$ cat src/rtl/dtw_result_arbiter.sv
// dtw_result_arbiter
//
// Shares the single DTW result FIFO write port among NUM_CORES compute cores.
// A round-robin pick selects one pending core, its score and position are
// latched, and the record goes out as two FIFO words: a header
// {4'hD, core index, position} followed by the score. A flush request pads
// the current PACKET_WORDS-word packet with all-ones filler, so that the
// stream master can close the packet with TLAST. A flush never splits a
// record.
//
// Ports:
//   ACLK            clock, rising edge
//   ARESET          asynchronous reset, active high
//   core_res_valid  per-core result pending; held until that core's ready pulse
//   core_res_ready  one-hot, single-cycle acceptance pulse
//   core_res_score  packed scores, core i in slice i
//   core_res_pos    packed best-match positions, core i in slice i
//   flush           single-cycle request to pad out the current packet
//   dtw_fifo_wren   FIFO write strobe, never asserted while dtw_fifo_full
//   dtw_fifo_din    FIFO write data, zero while idle
//   dtw_fifo_full   FIFO full
//   busy            a record or pad sequence is in progress, or a flush is pending
//   results_sent    completed-record count, wraps at 2^16
module dtw_result_arbiter #(
  parameter int NUM_CORES    = 4,
  parameter int C_DATA_WIDTH = 32,
  parameter int POS_WIDTH    = 24,
  parameter int PACKET_WORDS = 8
) (
  input  logic                              ACLK,
  input  logic                              ARESET,
  input  logic [NUM_CORES-1:0]              core_res_valid,
  output logic [NUM_CORES-1:0]              core_res_ready,
  input  logic [NUM_CORES*C_DATA_WIDTH-1:0] core_res_score,
  input  logic [NUM_CORES*POS_WIDTH-1:0]    core_res_pos,
  input  logic                              flush,
  output logic                              dtw_fifo_wren,
  output logic [C_DATA_WIDTH-1:0]           dtw_fifo_din,
  input  logic                              dtw_fifo_full,
  output logic                              busy,
  output logic [15:0]                       results_sent
);

  localparam int IDX_W = $clog2(NUM_CORES);
  localparam int WC_W  = $clog2(PACKET_WORDS);
  localparam logic [IDX_W-1:0] LAST_CORE = IDX_W'(NUM_CORES - 1);
  localparam logic [WC_W-1:0]  LAST_WORD = WC_W'(PACKET_WORDS - 1);
  localparam logic [3:0]       HDR_TAG   = 4'hD;

  typedef enum logic [1:0] {IDLE, HDR, SCORE, PAD} state_t;

  state_t                  state, state_d;
  logic [IDX_W-1:0]        last_grant;
  logic [IDX_W-1:0]        idx_q;
  logic [C_DATA_WIDTH-1:0] score_q;
  logic [POS_WIDTH-1:0]    pos_q;
  logic [WC_W-1:0]         word_cnt;
  logic                    flush_pend;

  logic [IDX_W-1:0]        grant_idx;
  logic [IDX_W-1:0]        cand;
  logic                    grant_found;
  logic                    take_grant;
  logic                    pend_clear;
  logic [C_DATA_WIDTH-1:0] header;

  // Round-robin pick: first valid core scanning upward from last_grant+1.
  // NOTE: every signal written in an always_comb gets a default at the top, so
  // no path leaves it unassigned and no latch is inferred.
  always_comb begin
    grant_found = 1'b0;
    grant_idx   = '0;
    cand        = '0;
    for (int k = 1; k <= NUM_CORES; k++) begin
      cand = IDX_W'((int'(last_grant) + k) % NUM_CORES);
      if (!grant_found && core_res_valid[cand]) begin
        grant_found = 1'b1;
        grant_idx   = cand;
      end
    end
  end

  // Header word: tag in the top nibble, core index in the next nibble,
  // position in the low bits, everything in between zero.
  always_comb begin
    header                       = '0;
    header[POS_WIDTH-1:0]        = pos_q;
    header[C_DATA_WIDTH-1 -: 4]  = HDR_TAG;
    header[C_DATA_WIDTH-5 -: 4]  = 4'(idx_q);
  end

  // Next state and write port. The strobe depends only on registered state and
  // the full flag, so a write can never land in a full FIFO.
  always_comb begin
    state_d       = state;
    dtw_fifo_wren = 1'b0;
    dtw_fifo_din  = '0;
    take_grant    = 1'b0;
    pend_clear    = 1'b0;
    unique case (state)
      IDLE: begin
        // A pending flush wins over new grants; at a packet boundary there is
        // nothing to pad, so the request simply retires.
        if (flush_pend) begin
          if (word_cnt != '0) state_d = PAD;
          else                pend_clear = 1'b1;
        end else if (grant_found) begin
          take_grant = 1'b1;
          state_d    = HDR;
        end
      end
      HDR: begin
        dtw_fifo_din = header;
        if (!dtw_fifo_full) begin
          dtw_fifo_wren = 1'b1;
          state_d       = SCORE;
        end
      end
      SCORE: begin
        dtw_fifo_din = score_q;
        if (!dtw_fifo_full) begin
          dtw_fifo_wren = 1'b1;
          state_d       = IDLE;
        end
      end
      PAD: begin
        dtw_fifo_din = '1;
        if (!dtw_fifo_full) begin
          dtw_fifo_wren = 1'b1;
          if (word_cnt == LAST_WORD) begin
            pend_clear = 1'b1;
            state_d    = IDLE;
          end
        end
      end
      default: state_d = IDLE;
    endcase
  end

  assign busy = (state != IDLE) || flush_pend;

  // NOTE: sequential state uses non-blocking assignments so every register
  // samples the pre-edge values, independent of statement order.
  always_ff @(posedge ACLK or posedge ARESET) begin
    if (ARESET) begin
      state          <= IDLE;
      last_grant     <= LAST_CORE;
      idx_q          <= '0;
      score_q        <= '0;
      pos_q          <= '0;
      word_cnt       <= '0;
      flush_pend     <= 1'b0;
      results_sent   <= '0;
      core_res_ready <= '0;
    end else begin
      state          <= state_d;
      core_res_ready <= '0;
      if (take_grant) begin
        idx_q          <= grant_idx;
        last_grant     <= grant_idx;
        score_q        <= core_res_score[grant_idx*C_DATA_WIDTH +: C_DATA_WIDTH];
        pos_q          <= core_res_pos[grant_idx*POS_WIDTH +: POS_WIDTH];
        core_res_ready <= NUM_CORES'(1) << grant_idx;
      end
      if (dtw_fifo_wren) word_cnt <= word_cnt + WC_W'(1);
      // A new request outranks a same-cycle retirement so it is never lost.
      if (flush)           flush_pend <= 1'b1;
      else if (pend_clear) flush_pend <= 1'b0;
      if (state == SCORE && dtw_fifo_wren) results_sent <= results_sent + 16'd1;
    end
  end

endmodule

$ cat config.mk
export PLATFORM = sky130hd
export DESIGN_NAME = dtw_result_arbiter
export DESIGN_NICKNAME = d
export VERILOG_FILES = /design/src/rtl/dtw_result_arbiter.sv
export SDC_FILE = /design/constraint.sdc
export NUM_CORES = 1
export LEC_CHECK = 0
export BUFFER_PORTS_ARGS = -buffer_cell sky130_fd_sc_hd__buf_2
export CAP_MARGIN = 15
export CORE_MARGIN = 5
export CORE_UTILIZATION = 25
export DETAILED_ROUTE_END_ITERATION = 7
export PLACE_DENSITY = 0.5
export RECOVER_POWER = 50
export SLEW_MARGIN = 20
export SYNTH_ARGS = -nofsm -noshare
export SYNTH_HDL_FRONTEND = slang
export SYNTH_SLANG_ARGS = --single-unit
export TNS_END_PERCENT = 10
$ cat constraint.sdc
create_clock -name ACLK -period 3.85 [get_ports ACLK]
set_input_delay 0.385 -clock ACLK [delete_from_list [all_inputs] [get_ports ACLK]]
set_output_delay 0.385 -clock ACLK [all_outputs]
set_load 0.03 [all_outputs]
* Word-level counts from Yosys, hierarchy flattened
Index checks and enable logic that the tools add are counted.
** Word-level totals
- Register bits :: 86
- Bits of input ports :: 232
- Logic and storage cells :: 85
- Output and inout port bits :: 54
** Operators by class
- Shift operators :: 3
- Equal/unequal tests :: 10
- Muxes and demuxes :: 38
- Reductions and logical operators :: 14
- Add/sub/neg operators :: 6
- Multipliers :: 1
- $lt $le $gt $ge :: 4
** Operators by type and width (count)
- $shiftx A128 B8 Y32 :: 1
- $pmux W32 S3 :: 1
- $shiftx A96 B8 Y24 :: 1
- $mux W2 :: 11
- $mux W1 :: 19
- $add A16 B1 Y16 const B :: 1
- $lt A2 B3 Y1 const B :: 4
- $bmux W1 S2 :: 4
- $ne A2 B2 Y1 const B :: 4
- $pmux W2 S4 :: 1
- $ne A3 B3 Y1 const B :: 2
- $reduce_and A6 Y1 :: 1
- $add A2 B1 Y2 const B :: 2
- $add A2 B2 Y2 const B :: 2
- $eq A2 B2 Y1 const B :: 2
- $logic_and A1 B1 Y1 :: 4
- $mul A2 B2 Y4 const B :: 1
- $mux W4 :: 1
- $reduce_bool A2 Y1 :: 2
- $shl A1 B2 Y4 const A :: 1
- $add A3 B1 Y3 const B :: 1
- $eq A3 B3 Y1 const B :: 1
- $logic_not A1 Y1 :: 3
- $reduce_bool A3 Y1 :: 1
- other kinds (5) :: 5

* Logic depth before layout (Yosys ltp)
- Depth after elaboration :: 17
- Depth in mapped cells :: 9
- Gate-level depth less buffers :: 6

* Least setup slack after synthesis
OpenSTA, ideal clock, no wires.
- Path type :: reg2out
- Start point :: register state[1]
- End point :: output dtw_fifo_din[11]
- Stages on the path, launching flop included :: 7
- Path slack :: 1749 ps
- Arrival time :: 1716 ps
- Cell sequence :: dfrtp_1 -> inv_1 -> ha_1 -> clkbuf_1 -> clkbuf_1 -> a221oi_1 -> nor2_1
** On the way
- Cells in the longest elaborated chain, start to end :: 2
- Elaborated cells on any way between the ends :: 4
- Those cells by class :: eq/ne (3); mux (1)
** Ends and longest elaborated chain
- start, declared :: RTL line 52 : state_t state, state_d;
- start signal, assigned :: RTL line 156 : state <= state_d;
- $eq A2 B2 Y1 or $eq A2 B1 Y1 (tied branches) :: RTL line 100 : unique case (state)
- $pmux W32 S3 * :: RTL line 100
- end, declared :: RTL line 38 : output logic [C_DATA_WIDTH-1:0] dtw_fifo_din,
Every way passes the cells marked *; elsewhere a longest branch is shown, timed or not.

* Worst setup path after layout
- Start point :: register state[1]
- End point :: register results_sent[14]
** On the way
- Cells in the longest elaborated chain, start to end :: 4
- Elaborated cells on any way between the ends :: 6
- Those cells by class :: eq/ne (3); mux (1); reduce/logical (2)
** Ends and longest elaborated chain
- $eq A2 B2 Y1, or another cell as far along :: RTL line 100, 169
- $reduce_or A3 Y1 (no source line)
- $mux W1
- $logic_and A1 B1 Y1 * :: RTL line 169 : if (state == SCORE && dtw_fifo_wren) results_sent <= results_sent + 16'd1;
- end signal, assigned :: RTL line 169
- end, declared :: RTL line 41 : output logic [15:0] results_sent
Marks and branches as above.
A chain may end at the register's enable or synchronous reset.

==> metrics.md <==
| Metric | Value |
|---|---|
| Status | `complete, but fails checks` |
| Failing checks | `capacitance limit, slew limit` |
| DR WL met2 | `12.0 mm` |
| Max-Cap Viols | `1` |
| Hold Fails Final Rpt | `0` |
| Starting Density | `0.254` |
| HPWL Detailed | `18.8 mm` |
| Register area | `2150 um2` |
| Fill cells | `2531` |
| Antenna-violating nets left | `0` |
| Root Buffer | `clkbuf_16` |
| RePlAce Congestion | `0.787` |
| Crit Path Max Fanout | `37` |
| Largest net degree at the start of global routing | `62` |
| Die Height | `165 um` |
| Slew @ Worst Pin | `2470 ps` |
| Multi-input gate area | `3420 um2` |
| Worst r2r src | `state[1]` |
| DR WL met3 | `1.95 mm` |
| CP arrival | `3110 ps` |
| Clk_lat worst skew | `350 ps` |
| Cts hold-fix bufs | `0` |
| Synthesized Nets | `918` |
| CTS tree | `yes` |
| Crit path launch type | `flip-flop` |
| Clock buffer count from CTS | `9` |
| Slew headroom | `-0.656` |
| CTS H-tree lvls | `3` |
| Max Freq | `353 MHz` |
| DR vias | `6394` |
| Synthesized area | `5970 um2` |
| Setup-failing EPs final | `0` |
| 1st-pass router iterations | `4` |
| Num ports | `286` |
| Final Skew | `8.22 ps` |
| GRT Resource Usage Total | `0.187` |
| Commonest non-fill, non-tap cells in the layout | `buf_2 (265), nor2_1 (94), dfrtp_1 (84), nand3_1 (61), a31oi_1 (58)` |
| First-pass GRT wire length | `38.8 mm` |
| Pleak | `3.49 nW` |
| Main flop type after synthesis | `dfrtp_1` |
| Worst-path clk slew | `70 ps` |
| Post-cts sizing count | `0` |
| Gr ovfl total | `0` |
| Post-synth ARST share | `1.00` |
| FF+latch count, synth | `86` |
| Routed WL per cell | `20.9 um` |
| Number of flops mapped to enable cells by yosys | `0` |
| Final Max Slew Viols | `52` |
| CP Class | `reg2reg` |
| Maximum VDD drop | `0.237 mV` |
| Site Rows | `56` |
| Cells after Synth | `678` |
| Yosys warning total | `0` |
| Count of cells along the worst hold path | `2` |
| Synth cell types | `43` |
| Bufs on Longest Clock Path | `2` |
| R2R setup slack | `1010 ps` |
| Post-layout min period | `2840 ps` |
| Required time of the worst setup path | `4130 ps` |
| Most common cell after layout, fill and taps aside | `buf_2` |
| # DRC | `0` |
| # clock sinks | `86` |
| Crit share post-route | `0.737` |
| Fin nets | `1154` |
| Synthesized area per cell | `8.81 um2` |
| Syn-to-layout area delta | `31.2%` |
| WHS | `216 ps` |
| Hold Crit Endpoint | `flush_pend` |
| Top Metal Used | `met5` |
| Vias in the first global route | `6461` |
| Hold Path Class | `in2reg` |
| Initial drt markers | `429` |
| Postcts setup bufs | `0` |
| Die footprint | `27100 um2` |
| Setup TNS | `0 ps` |
| DR vias/cell | `5.16` |
| R2R Path End | `results_sent[14]` |
| Total wire length | `25.8 mm` |
| CP Capture Type | `flip-flop` |
| Reg2reg path depth | `6` |
| Utilization after layout | `0.334` |
| Chip width | `165 um` |
| Port buffer count | `285` |
| ANT cells | `0` |
| Share of cells above drive strength 1 | `0.383` |
| Initial antenna violation count | `3` |
| RSZ-0062 raised after global routing | `no` |
| Sequential fraction of the synthesis area | `0.361` |
| Power Dens Cells | `719 nW/um2` |
| Worst Hold Launch | `flush` |
| Met1 Wirelength | `11.4 mm` |
| Core area | `23500 um2` |
==> worst max-delay path by stage <==
stage	slack (ps)	from	to
after global placement	1120	state[1]	pos_q[10]
after floorplan	1250	ARESET	core_res_ready[0]
final	1010	state[1]	results_sent[14]
after CTS	1020	state[1]	core_res_ready[3]
after global routing	720	state[1]	results_sent[12]
after detailed placement	1070	state[1]	core_res_ready[3]
==> through the flow <==
step / area (um2) / instances / worst slack (ps) / total power, W
floorplan: 5970 / 678 / 1250 / 0.00372
global placement: 7570 / 1222 / 1120 / 0.00478
detailed placement: 7570 / 1222 / 1070 / 0.00478
CTS: 7870 / 1238 / 1020 / 0.00572
global route: 7840 / 1238 / 719 / 0.00602
finish: 7840 / 1238 / 1010 / 0.00564
==> sequential cells by signal, indices dropped and copies added (netlist names) <==
signal and count:
flush_pend 1, word_cnt 3, state 2, core_res_ready 4, score_q 32, last_grant 2
idx_q 2, results_sent 16, pos_q 24
==> report_power, final <==
part / switching [W] / internal (W) / leakage, nW
Combinational: 0.00213 / 0.000978 / 2.35
Sequential: 0.000326 / 0.00128 / 1.01
Clock: 0.000413 / 0.000505 / 0.134
Total: 0.00287 / 0.00277 / 3.49
==> routing by layer <==
| metal | vias to the layer above | global-route usage |
|---|---|---|
| li1 | 3007 | - |
| met1 | 3084 | 0.256 |
| met2 | 269 | 0.294 |
| met3 | 28 | 0.0514 |
| met4 | 6 | 0.0435 |
| met5 | - | 0 |
==> cell type report <==
class | count | area share
multi-input cells | 506 | 0.437
inverters | 12 | 0.00591
well taps | 319 | 0.0509
flip-flops and latches | 86 | 0.275
clock inverters | 7 | 0.00942
repair buffers | 299 | 0.194
clock buffers | 9 | 0.0287
==> kinds of logic (layout without fill, tap and decap cells) <==
logic type | Yosys count | in the layout | synth area share
simple gates | 256 | 256 | 0.215
xor+xnor | 16 | 16 | 0.0235
mux | 3 | 3 | 0.00566
compound gates | 223 | 223 | 0.304
buf+inv | 86 | 327 | 0.0746
fa+ha+maj | 8 | 8 | 0.0168
flops | 86 | 86 | 0.361
==> critical path: stages, from the launching register on <==
cell and delay, ps:
dfrtp_1 410, inv_1 100, ha_2 420, nor3b_1 910
nand4_1 460, nor3_1 290, xor2_1 170
==> synth_stat cells, types with 5 or more instances <==
| master | n | share of area |
|---|---|---|
| a21o_1 | 6 | 0.0075 |
| ha_1 | 8 | 0.017 |
| xor2_1 | 8 | 0.012 |
| dfrtp_1 | 84 | 0.35 |
| nand2_1 | 11 | 0.0069 |
| and2_1 | 57 | 0.060 |
| o21ai_0 | 56 | 0.047 |
| inv_1 | 12 | 0.0075 |
| buf_2 | 11 | 0.0092 |
| nand2b_1 | 5 | 0.0052 |
| nand3_1 | 61 | 0.051 |
| nor2_1 | 95 | 0.060 |
| a31oi_1 | 58 | 0.061 |
| a221oi_1 | 42 | 0.062 |
| buf_4 | 17 | 0.021 |
| clkbuf_1 | 38 | 0.024 |
| buf_6 | 6 | 0.011 |
| a221oi_2 | 40 | 0.10 |
| nor3_1 | 7 | 0.0059 |
| a21oi_1 | 7 | 0.0059 |
| xnor2_1 | 8 | 0.012 |
Note: power is estimated with default switching activity, not from simulation.
